==> src/rtl/lane_frame_shifter_if.sv <==
// Handshake and serial-lane bundle for lane_frame_shifter.
// The slave modport is the shifter's view; master is the surrounding logic.
interface lane_frame_shifter_if #(
  parameter int unsigned WIDTH = 8,
  parameter int unsigned LANES = 1
);
  logic [WIDTH-1:0] tx_data;
  logic             tx_valid;
  logic             tx_ready;
  logic             shift_enable;
  logic [LANES-1:0] serial_in;
  logic [LANES-1:0] serial_out;
  logic [WIDTH-1:0] rx_data;
  logic             rx_valid;
  logic             rx_ready;
  logic             busy;
  logic             frame_done;

  modport slave (
    input  tx_data,
    input  tx_valid,
    output tx_ready,
    input  shift_enable,
    input  serial_in,
    output serial_out,
    output rx_data,
    output rx_valid,
    input  rx_ready,
    output busy,
    output frame_done
  );

  modport master (
    output tx_data,
    output tx_valid,
    input  tx_ready,
    output shift_enable,
    output serial_in,
    input  serial_out,
    input  rx_data,
    input  rx_valid,
    output rx_ready,
    input  busy,
    input  frame_done
  );
endinterface

==> src/rtl/lane_frame_shifter.sv <==
// Full-duplex multi-lane frame shifter: loads a parallel frame, shifts it out over LANES
// serial lanes while shifting the received frame in, and hands the result off via valid/ready.
module lane_frame_shifter #(
  parameter int unsigned      WIDTH     = 8,
  parameter int unsigned      LANES     = 1,
  parameter logic [WIDTH-1:0] RST_VALUE = '0,
  parameter bit               LSB_FIRST = 1'b1
) (
  input logic                clk,
  input logic                rst_n,
  lane_frame_shifter_if.slave bus
);

  localparam int unsigned BEATS = WIDTH / LANES;
  localparam int unsigned CntW  = (BEATS > 1) ? $clog2(BEATS) : 1;
  localparam logic [CntW-1:0] LastCnt = CntW'(BEATS - 1);

  typedef enum logic [0:0] {StIdle, StShift} state_e;

  state_e state_q, state_d;

  logic [WIDTH-1:0] sr_q, sr_d;
  logic [WIDTH-1:0] shifted;
  logic [CntW-1:0]  cnt_q, cnt_d;
  logic [WIDTH-1:0] rx_data_q, rx_data_d;
  logic             rx_valid_q, rx_valid_d;
  logic             frame_done_q;

  logic last;
  logic beat_fire;
  logic complete;
  logic load;
  logic tx_ready;
  logic busy;

  assign last      = (cnt_q == LastCnt);
  // The final beat waits for the previous received frame to be taken so it is never overwritten.
  assign beat_fire = (state_q == StShift) && bus.shift_enable &&
                     (!last || !rx_valid_q || bus.rx_ready);
  assign complete  = beat_fire && last;
  assign load      = bus.tx_valid && tx_ready;

  // Per-lane shift network; lane l owns segment [l*BEATS +: BEATS].
  for (genvar l = 0; l < LANES; l++) begin : g_lane
    logic [BEATS-1:0] seg;
    assign seg = sr_q[l*BEATS +: BEATS];

    if (BEATS == 1) begin : g_single
      assign shifted[l*BEATS] = bus.serial_in[l];
    end else if (LSB_FIRST) begin : g_lsb
      assign shifted[l*BEATS +: BEATS] = {bus.serial_in[l], seg[BEATS-1:1]};
    end else begin : g_msb
      assign shifted[l*BEATS +: BEATS] = {seg[BEATS-2:0], bus.serial_in[l]};
    end

    if (LSB_FIRST) begin : g_out_lsb
      assign bus.serial_out[l] = seg[0];
    end else begin : g_out_msb
      assign bus.serial_out[l] = seg[BEATS-1];
    end
  end

  // FSM state register.
  always_ff @(posedge clk or negedge rst_n) begin
    if (!rst_n) begin
      state_q <= StIdle;
    end else begin
      state_q <= state_d;
    end
  end

  // FSM next state.
  always_comb begin
    state_d = state_q;
    unique case (state_q)
      StIdle: begin
        if (bus.tx_valid) begin
          state_d = StShift;
        end
      end
      StShift: begin
        if (complete && !bus.tx_valid) begin
          state_d = StIdle;
        end
      end
    endcase
  end

  // FSM outputs; tx_ready on the final beat lets the next frame follow with no idle cycle.
  always_comb begin
    tx_ready = 1'b0;
    busy     = 1'b0;
    unique case (state_q)
      StIdle: begin
        tx_ready = 1'b1;
      end
      StShift: begin
        busy     = 1'b1;
        tx_ready = complete;
      end
    endcase
  end

  // Datapath next state.
  always_comb begin
    sr_d       = sr_q;
    cnt_d      = cnt_q;
    rx_data_d  = rx_data_q;
    rx_valid_d = rx_valid_q;

    if (load) begin
      sr_d  = bus.tx_data;
      cnt_d = '0;
    end else if (beat_fire) begin
      sr_d  = shifted;
      cnt_d = last ? '0 : cnt_q + CntW'(1);
    end

    // A completion replaces the held frame even if it is being consumed this cycle.
    if (complete) begin
      rx_data_d  = shifted;
      rx_valid_d = 1'b1;
    end else if (rx_valid_q && bus.rx_ready) begin
      rx_valid_d = 1'b0;
    end
  end

  always_ff @(posedge clk or negedge rst_n) begin
    if (!rst_n) begin
      sr_q         <= RST_VALUE;
      cnt_q        <= '0;
      rx_data_q    <= '0;
      rx_valid_q   <= 1'b0;
      frame_done_q <= 1'b0;
    end else begin
      sr_q         <= sr_d;
      cnt_q        <= cnt_d;
      rx_data_q    <= rx_data_d;
      rx_valid_q   <= rx_valid_d;
      frame_done_q <= complete;
    end
  end

  assign bus.tx_ready   = tx_ready;
  assign bus.busy       = busy;
  assign bus.rx_data    = rx_data_q;
  assign bus.rx_valid   = rx_valid_q;
  assign bus.frame_done = frame_done_q;

endmodule

==> src/flat_wrapper.sv <==
// flat-port wrapper written by rule: the top's interface ports become plain ports
module lane_frame_shifter_flat 
#(
  parameter int unsigned      WIDTH     = 8,
  parameter int unsigned      LANES     = 1,
  parameter logic [WIDTH-1:0] RST_VALUE = '0,
  parameter bit               LSB_FIRST = 1'b1
)
  (clk, rst_n, bus_tx_data, bus_tx_valid, bus_tx_ready, bus_shift_enable, bus_serial_in, bus_serial_out, bus_rx_data, bus_rx_valid, bus_rx_ready, bus_busy, bus_frame_done);
  lane_frame_shifter_if #(.WIDTH(WIDTH), .LANES(LANES)) bus_i ();
  input logic clk;
  input logic rst_n;
  input wire logic [$bits(bus_i.tx_data)-1:0] bus_tx_data;
  input wire logic [$bits(bus_i.tx_valid)-1:0] bus_tx_valid;
  output wire logic [$bits(bus_i.tx_ready)-1:0] bus_tx_ready;
  input wire logic [$bits(bus_i.shift_enable)-1:0] bus_shift_enable;
  input wire logic [$bits(bus_i.serial_in)-1:0] bus_serial_in;
  output wire logic [$bits(bus_i.serial_out)-1:0] bus_serial_out;
  output wire logic [$bits(bus_i.rx_data)-1:0] bus_rx_data;
  output wire logic [$bits(bus_i.rx_valid)-1:0] bus_rx_valid;
  input wire logic [$bits(bus_i.rx_ready)-1:0] bus_rx_ready;
  output wire logic [$bits(bus_i.busy)-1:0] bus_busy;
  output wire logic [$bits(bus_i.frame_done)-1:0] bus_frame_done;
  assign bus_i.tx_data = bus_tx_data;
  assign bus_i.tx_valid = bus_tx_valid;
  assign bus_tx_ready = bus_i.tx_ready;
  assign bus_i.shift_enable = bus_shift_enable;
  assign bus_i.serial_in = bus_serial_in;
  assign bus_serial_out = bus_i.serial_out;
  assign bus_rx_data = bus_i.rx_data;
  assign bus_rx_valid = bus_i.rx_valid;
  assign bus_i.rx_ready = bus_rx_ready;
  assign bus_busy = bus_i.busy;
  assign bus_frame_done = bus_i.frame_done;
  lane_frame_shifter #(.WIDTH(WIDTH), .LANES(LANES), .RST_VALUE(RST_VALUE), .LSB_FIRST(LSB_FIRST)) u_core (.clk(clk), .rst_n(rst_n), .bus(bus_i));
endmodule
==> config.mk <==
export PLATFORM = sky130hd
export DESIGN_NAME = lane_frame_shifter_flat
export DESIGN_NICKNAME = d
export VERILOG_FILES = /design/src/rtl/lane_frame_shifter_if.sv /design/src/rtl/lane_frame_shifter.sv /design/src/flat_wrapper.sv
export SDC_FILE = /design/constraint.sdc
export NUM_CORES = 1
export LEC_CHECK = 0
export CORE_UTILIZATION = 48
export CTS_BUF_LIST = sky130_fd_sc_hd__clkbuf_8
export CTS_CLUSTER_SIZE = 24
export DETAILED_ROUTE_END_ITERATION = 10
export GPL_ROUTABILITY_DRIVEN = 0
export GPL_TIMING_DRIVEN = 0
export PLACE_DENSITY_LB_ADDON = 0.1
export SLEW_MARGIN = 40
export SYNTH_ARGS = -nofsm -noshare
export SYNTH_HDL_FRONTEND = slang
export SYNTH_SLANG_ARGS = --single-unit
==> constraint.sdc <==
create_clock -name clk -period 2 [get_ports clk]
set_clock_uncertainty 0.2 [all_clocks]
set_input_delay 0.4 -clock clk [delete_from_list [all_inputs] [get_ports clk]]
set_output_delay 0.4 -clock clk [all_outputs]
set_load 0.02 [all_outputs]
=== Yosys cells after proc, flatten, opt, wreduce, memory -nomap -nowiden ===
Cells that the tools add are included.

* Output and inout bits: 13
* Register bits: 22
* Bits of input ports: 14

* Mux-type cells: 12
* Equal/unequal tests: 1
* Reduce and logical (&&, ||, !) cells: 13
* $add $sub $neg: 1
* Bitwise operators: 1

{| class="wikitable"
|+ Operators with widths
! kind !! number
|-
| 8-bit 2-to-1 mux || 2
|-
| 3-bit 2-to-1 mux || 3
|-
| 1-bit logical AND || 6
|-
| 1-bit 2-to-1 mux || 5
|-
| 1-bit one-hot mux with 2 select lines || 2
|-
| 2-bit nonzero test || 2
|-
| 3-bit by 1-bit adder with 3-bit output (second input constant) || 1
|-
| 3-bit equality test (second input constant) || 1
|-
| 1-bit zero test || 3
|-
| 1-bit logical OR || 2
|-
| 1-bit NOT || 1
|}

=== Longest topological paths before layout ===
* Depth in word-level cells: 9
* Depth in mapped cells: 7
* Depth with buffers taken out: 6

=== Worst setup path after synthesis ===
Ideal clock, no wire load.

* Path type: register to output
* Start point: register u_core.cnt_q[0]
* End point: output port bus_tx_ready
* Required time: 1.400 ns
* Arrival: 1.127 ns
* Buffers on the path: 1
* Stages on the path, launching flop included: 6
* Path slack: 0.273 ns
* Cell sequence: dfrtp_1 -> ha_1 -> ha_1 -> nand2_1 -> o21ai_1 -> buf_2

* Word-level cells in the longest chain between the ends: 7

{| class="wikitable"
|+ Ends and longest elaborated chain
! element !! line !! RTL
|-
| start: declaration || lane_frame_shifter.sv:24 || <nowiki>logic [CntW-1:0] cnt_q, cnt_d;</nowiki>
|-
| start signal: assignment || lane_frame_shifter.sv:137 || <nowiki>cnt_q <= cnt_d;</nowiki>
|-
| 3-bit equality test * || lane_frame_shifter.sv:36 || <nowiki>assign last = (cnt_q == LastCnt);</nowiki>
|-
| 1-bit zero test || lane_frame_shifter.sv:39 || <nowiki>(!last || !rx_valid_q || bus.rx_ready);</nowiki>
|-
| 1-bit logical OR (2 in series) || lane_frame_shifter.sv:39 ||
|-
| 1-bit logical AND || lane_frame_shifter.sv:38 || <nowiki>assign beat_fire = (state_q == StShift) && bus.shift_enable &&</nowiki>
|-
| 1-bit logical AND * || lane_frame_shifter.sv:40 || <nowiki>assign complete = beat_fire && last;</nowiki>
|-
| 1-bit one-hot mux with 2 select lines * || lane_frame_shifter.sv:93 || <nowiki>unique case (state_q)</nowiki>
|-
| end: declaration || flat_wrapper.sv:15 || <nowiki>output wire logic [$bits(bus_i.tx_ready)-1:0] bus_tx_ready;</nowiki>
|}

Mark *: on every way between the ends. The rest lies on a longest branch, timed or not.

=== Final worst setup path ===
* Start point: input port bus_shift_enable
* End point: output port bus_tx_ready

* Word-level cells in the longest chain between the ends: 4

{| class="wikitable"
|+ Ends and longest elaborated chain
! element !! line !! RTL
|-
| start: declaration || flat_wrapper.sv:16 || <nowiki>input wire logic [$bits(bus_i.shift_enable)-1:0] bus_shift_enable;</nowiki>
|-
| 1-bit logical AND (2 in series) || lane_frame_shifter.sv:38 ||
|-
| 1-bit logical AND || lane_frame_shifter.sv:40 ||
|-
| 1-bit one-hot mux with 2 select lines || lane_frame_shifter.sv:93 ||
|}

Every way passes these cells.

==> results.md <==
* Cell area power density at 1370 nW/um^2
* Cell family with the largest share of critical-path delay: buffers and inverters
* Pre-CTS setup slack at -0.692 ns
* Share of the yosys chip area belonging to registers at 0.571
* Area of the core at 1800 sq um
* Total grt overflow at 0
* Maximum fanout along the worst path at 3
* Die Wd at 46.8 um
* CTS tree: done
* DRT Pass-1 Iters at 4
* Antenna violations before repair at 0
* Signed area change from the synthesized netlist to the final layout at 45.3%
* Number of flip-flops and latches in the synthesized netlist at 22
* Number of max-slew violations in the final report at 0
* Number of nets in the final layout at 132
* Worst slew slack as a fraction of its limit at 0.671
* Overall track demand over capacity in global routing at 0.220
* Area of the die at 2190 sq um
* Required time of the worst setup path at 1.40 ns
* Height of the die at 46.8 um
* Antenna viol nets, final at 0
* Starting density of the core at 0.535
* Placed cell count at 129
* Via-per-instance ratio at 5.36
* Hold slack at 0.309 ns
* Tightest Pin Transition at 0.493 ns
* Worst min path class: register to register
* Max clock buf depth at 2
* I/O pins at 27
* Wirelength, routed at 2.11 mm
* Detailed Route Iter0 Violations at 12
* Maximum ir drop on the vdd rail at 0.000903 V
* Top cell by count, worst path: sky130_fd_sc_hd__buf_6
* Final setup violation count at 1
* Ant. Diodes at 0
* Register clock-pin slew on the reported worst setup and hold paths at 0.08 ns
* Total DRC errors in the routed layout at 0
* Number of global-route vias before repair at 742
* Cells after synthesis at 79
* Crit. End Element: output pin
* Number of rows in the core area at 15
* Detailed placement HPWL at 1.30 mm
* Number of max-cap violations at 0
* Critical Path, Cell by Cell: clkdlybuf4s50_1 -> nand2_4 -> o21ai_4 -> buf_6 -> buf_6
* Post-Synthesis Mean Instance Area at 12.2 sq um
* Largest net degree at the start of global routing at 23
* Post-route clock period utilization at 1.00
* Number of buffers added by the clock tree synthesis step at 3
* Crit Path Category: primary input to output pin
* Yosys warns at 0
* Unrepaired setup endpoints after global routing: true
* Worst Slack Setup Final at -0.00963 ns
* Main area contributors after synthesis: sky130_fd_sc_hd__dfrtp_1 (57%), sky130_fd_sc_hd__mux2i_1 (9.4%), sky130_fd_sc_hd__mux2_2 (9.4%)
* Wirelength per Cell at 15.1 um
* Run status: complete, but fails checks
* CTS H-Tree Depth at 1
* Post-Synthesis Net Count at 95
* Leakage power at 0.644 nW
* Post-synthesis cell type count at 21
* Final core occ at 0.777
* Vias after detailed routing at 751
* Worst Setup Start Kind: primary input
* EDFF count, synth at 0
* Post-synth ARST share at 1.00
* Final hold vios at 0
* Total buffers and inverters traversed by the critical path at 3
* Most frequently used flop master after synthesis: sky130_fd_sc_hd__dfrtp_1
* Power Total at 1.92 mW
* Standard cell with the maximum stage delay on the critical path: sky130_fd_sc_hd__clkdlybuf4s50_1
* Count of non-filler cells in the finished layout at 140
* Later-pin clock latency in the skew report at 0.26 ns
* First-pass GRT wire length at 3.29 mm
* Share of layout cells above drive strength 1 at 0.261
* Fmax at 498 MHz
* Buffer type at the clock tree root: sky130_fd_sc_hd__clkbuf_8
* Post-route minimum period at 2.01 ns
* Post-synthesis cell type with the largest combined area: sky130_fd_sc_hd__dfrtp_1
* CP peak stage delay at 0.56 ns
* Clock net sink count at 22
* Violated checks: setup timing
* Signal arrival time at the worst endpoint at 1.41 ns
* Post-Syn Area at 963 sq um
* Port Buffers at 25
* Top cell type's share of synthesized area at 0.571
final timing paths:
kind	to	slack (ns)	cells after the start	start
worst max-delay path	bus_tx_ready	-0.01	5	bus_shift_enable
min in group asynchronous	u_core.bus.rx_valid$_DFFE_PN0P_	0.43	2	rst_n
worst max register to register	u_core.bus.rx_data[5]$_DFFE_PN0P_	0.14	5	u_core.cnt_q[1]$_DFFE_PN0P_
worst min register to register	u_core.bus.rx_data[1]$_DFFE_PN0P_	0.31	1	u_core.bus.rx_data[1]$_DFFE_PN0P_
max in group asynchronous	u_core.g_lane[0].seg[6]$_DFFE_PN0P_	0.84	2	rst_n
worst min-delay path	u_core.bus.rx_data[1]$_DFFE_PN0P_	0.31	1	u_core.bus.rx_data[1]$_DFFE_PN0P_
power by group:
group | internal [mW] | switching (mW) | leakage [nW]
combinational | 0.453 | 0.371 | 0.346
sequential | 0.641 | 0.140 | 0.270
clock | 0.175 | 0.144 | 0.0288
total | 1.27 | 0.654 | 0.644
cell type report:
| cell class | instances | area [sq um] |
|---|---|---|
| Timing Repair Buffer | 32 | 300 |
| Sequential cell | 22 | 551 |
| Fill cell | 125 | 402 |
| Inverter | 1 | 3.75 |
| Buffer | 4 | 31.3 |
| Tap cell | 25 | 31.3 |
| Multi-Input combinational cell | 52 | 428 |
| Clock buffer | 4 | 55.1 |
cell families (layout without fill, tap and decap cells):
logic type | count (synthesis) | in the layout | synth area share
DFF | 22 | 22 | 0.571
and+or+nand+nor | 21 | 21 | 0.117
muxes | 17 | 17 | 0.187
AOI/OAI and AO/OA | 12 | 12 | 0.0688
buffers and inverters | 5 | 41 | 0.0299
adders and majority gates | 2 | 2 | 0.0260
per-stage QoR:
stage / TNS (ns) / instance area [sq um]
floorplan: 0 / 963
global placement: -1.03 / 1240
detailed placement: -1.23 / 1240
CTS: -0.00741 / 1350
global route: -0.0572 / 1400
finish: -0.00963 / 1400
synthesized netlist by cell type, drive strengths merged (2+ instances only):
cell	instances
mux2i	9
nand2	3
buf	3
mux2	8
nand2b	2
ha	2
nand3	8
dfrtp	22
o21ai	9
nor2	4
repair_timing:
action | 4_1_cts | 5_1_grt
buffers inserted | 3 | 3
pin swaps | 2 | 2
resized for setup | 13 | 4
hold buffers | 1 | 0
endpoints found under the setup margin | 1 | 1
endpoints found under the hold margin | 22 | 0
state kept, by name, indices dropped and copies added (netlist names):
register               count
u_core.bus.frame_done      1
u_core.state_q             1
u_core.bus.rx_valid        1
u_core.cnt_q               3
u_core.bus.rx_data         8
u_core.g_lane.seg          8
per-layer routing:
layer | GRT usage | up-vias | routed length, um
li1 | - | 352 | -
met1 | 0.264 | 378 | 944
met2 | 0.403 | 19 | 1080
met3 | 0.0231 | 2 | 80
met4 | 0.0857 | 0 | 12
met5 | 0 | - | 0
layout by cell type (no fill, tap or decap), types with 2 or more instances in the layout:
master / n
sky130_fd_sc_hd__mux2i_1: 9
sky130_fd_sc_hd__mux2_2: 8
sky130_fd_sc_hd__buf_2: 2
sky130_fd_sc_hd__ha_4: 2
sky130_fd_sc_hd__nand2_1: 2
sky130_fd_sc_hd__dfrtp_1: 22
sky130_fd_sc_hd__clkdlybuf4s50_1: 22
sky130_fd_sc_hd__buf_4: 6
sky130_fd_sc_hd__o21ai_1: 7
sky130_fd_sc_hd__nor2_1: 4
sky130_fd_sc_hd__buf_6: 3
sky130_fd_sc_hd__nand3_1: 8
sky130_fd_sc_hd__clkbuf_8: 4
sky130_fd_sc_hd__nand2b_1: 2
Note: power is estimated with default switching activity, not from simulation.
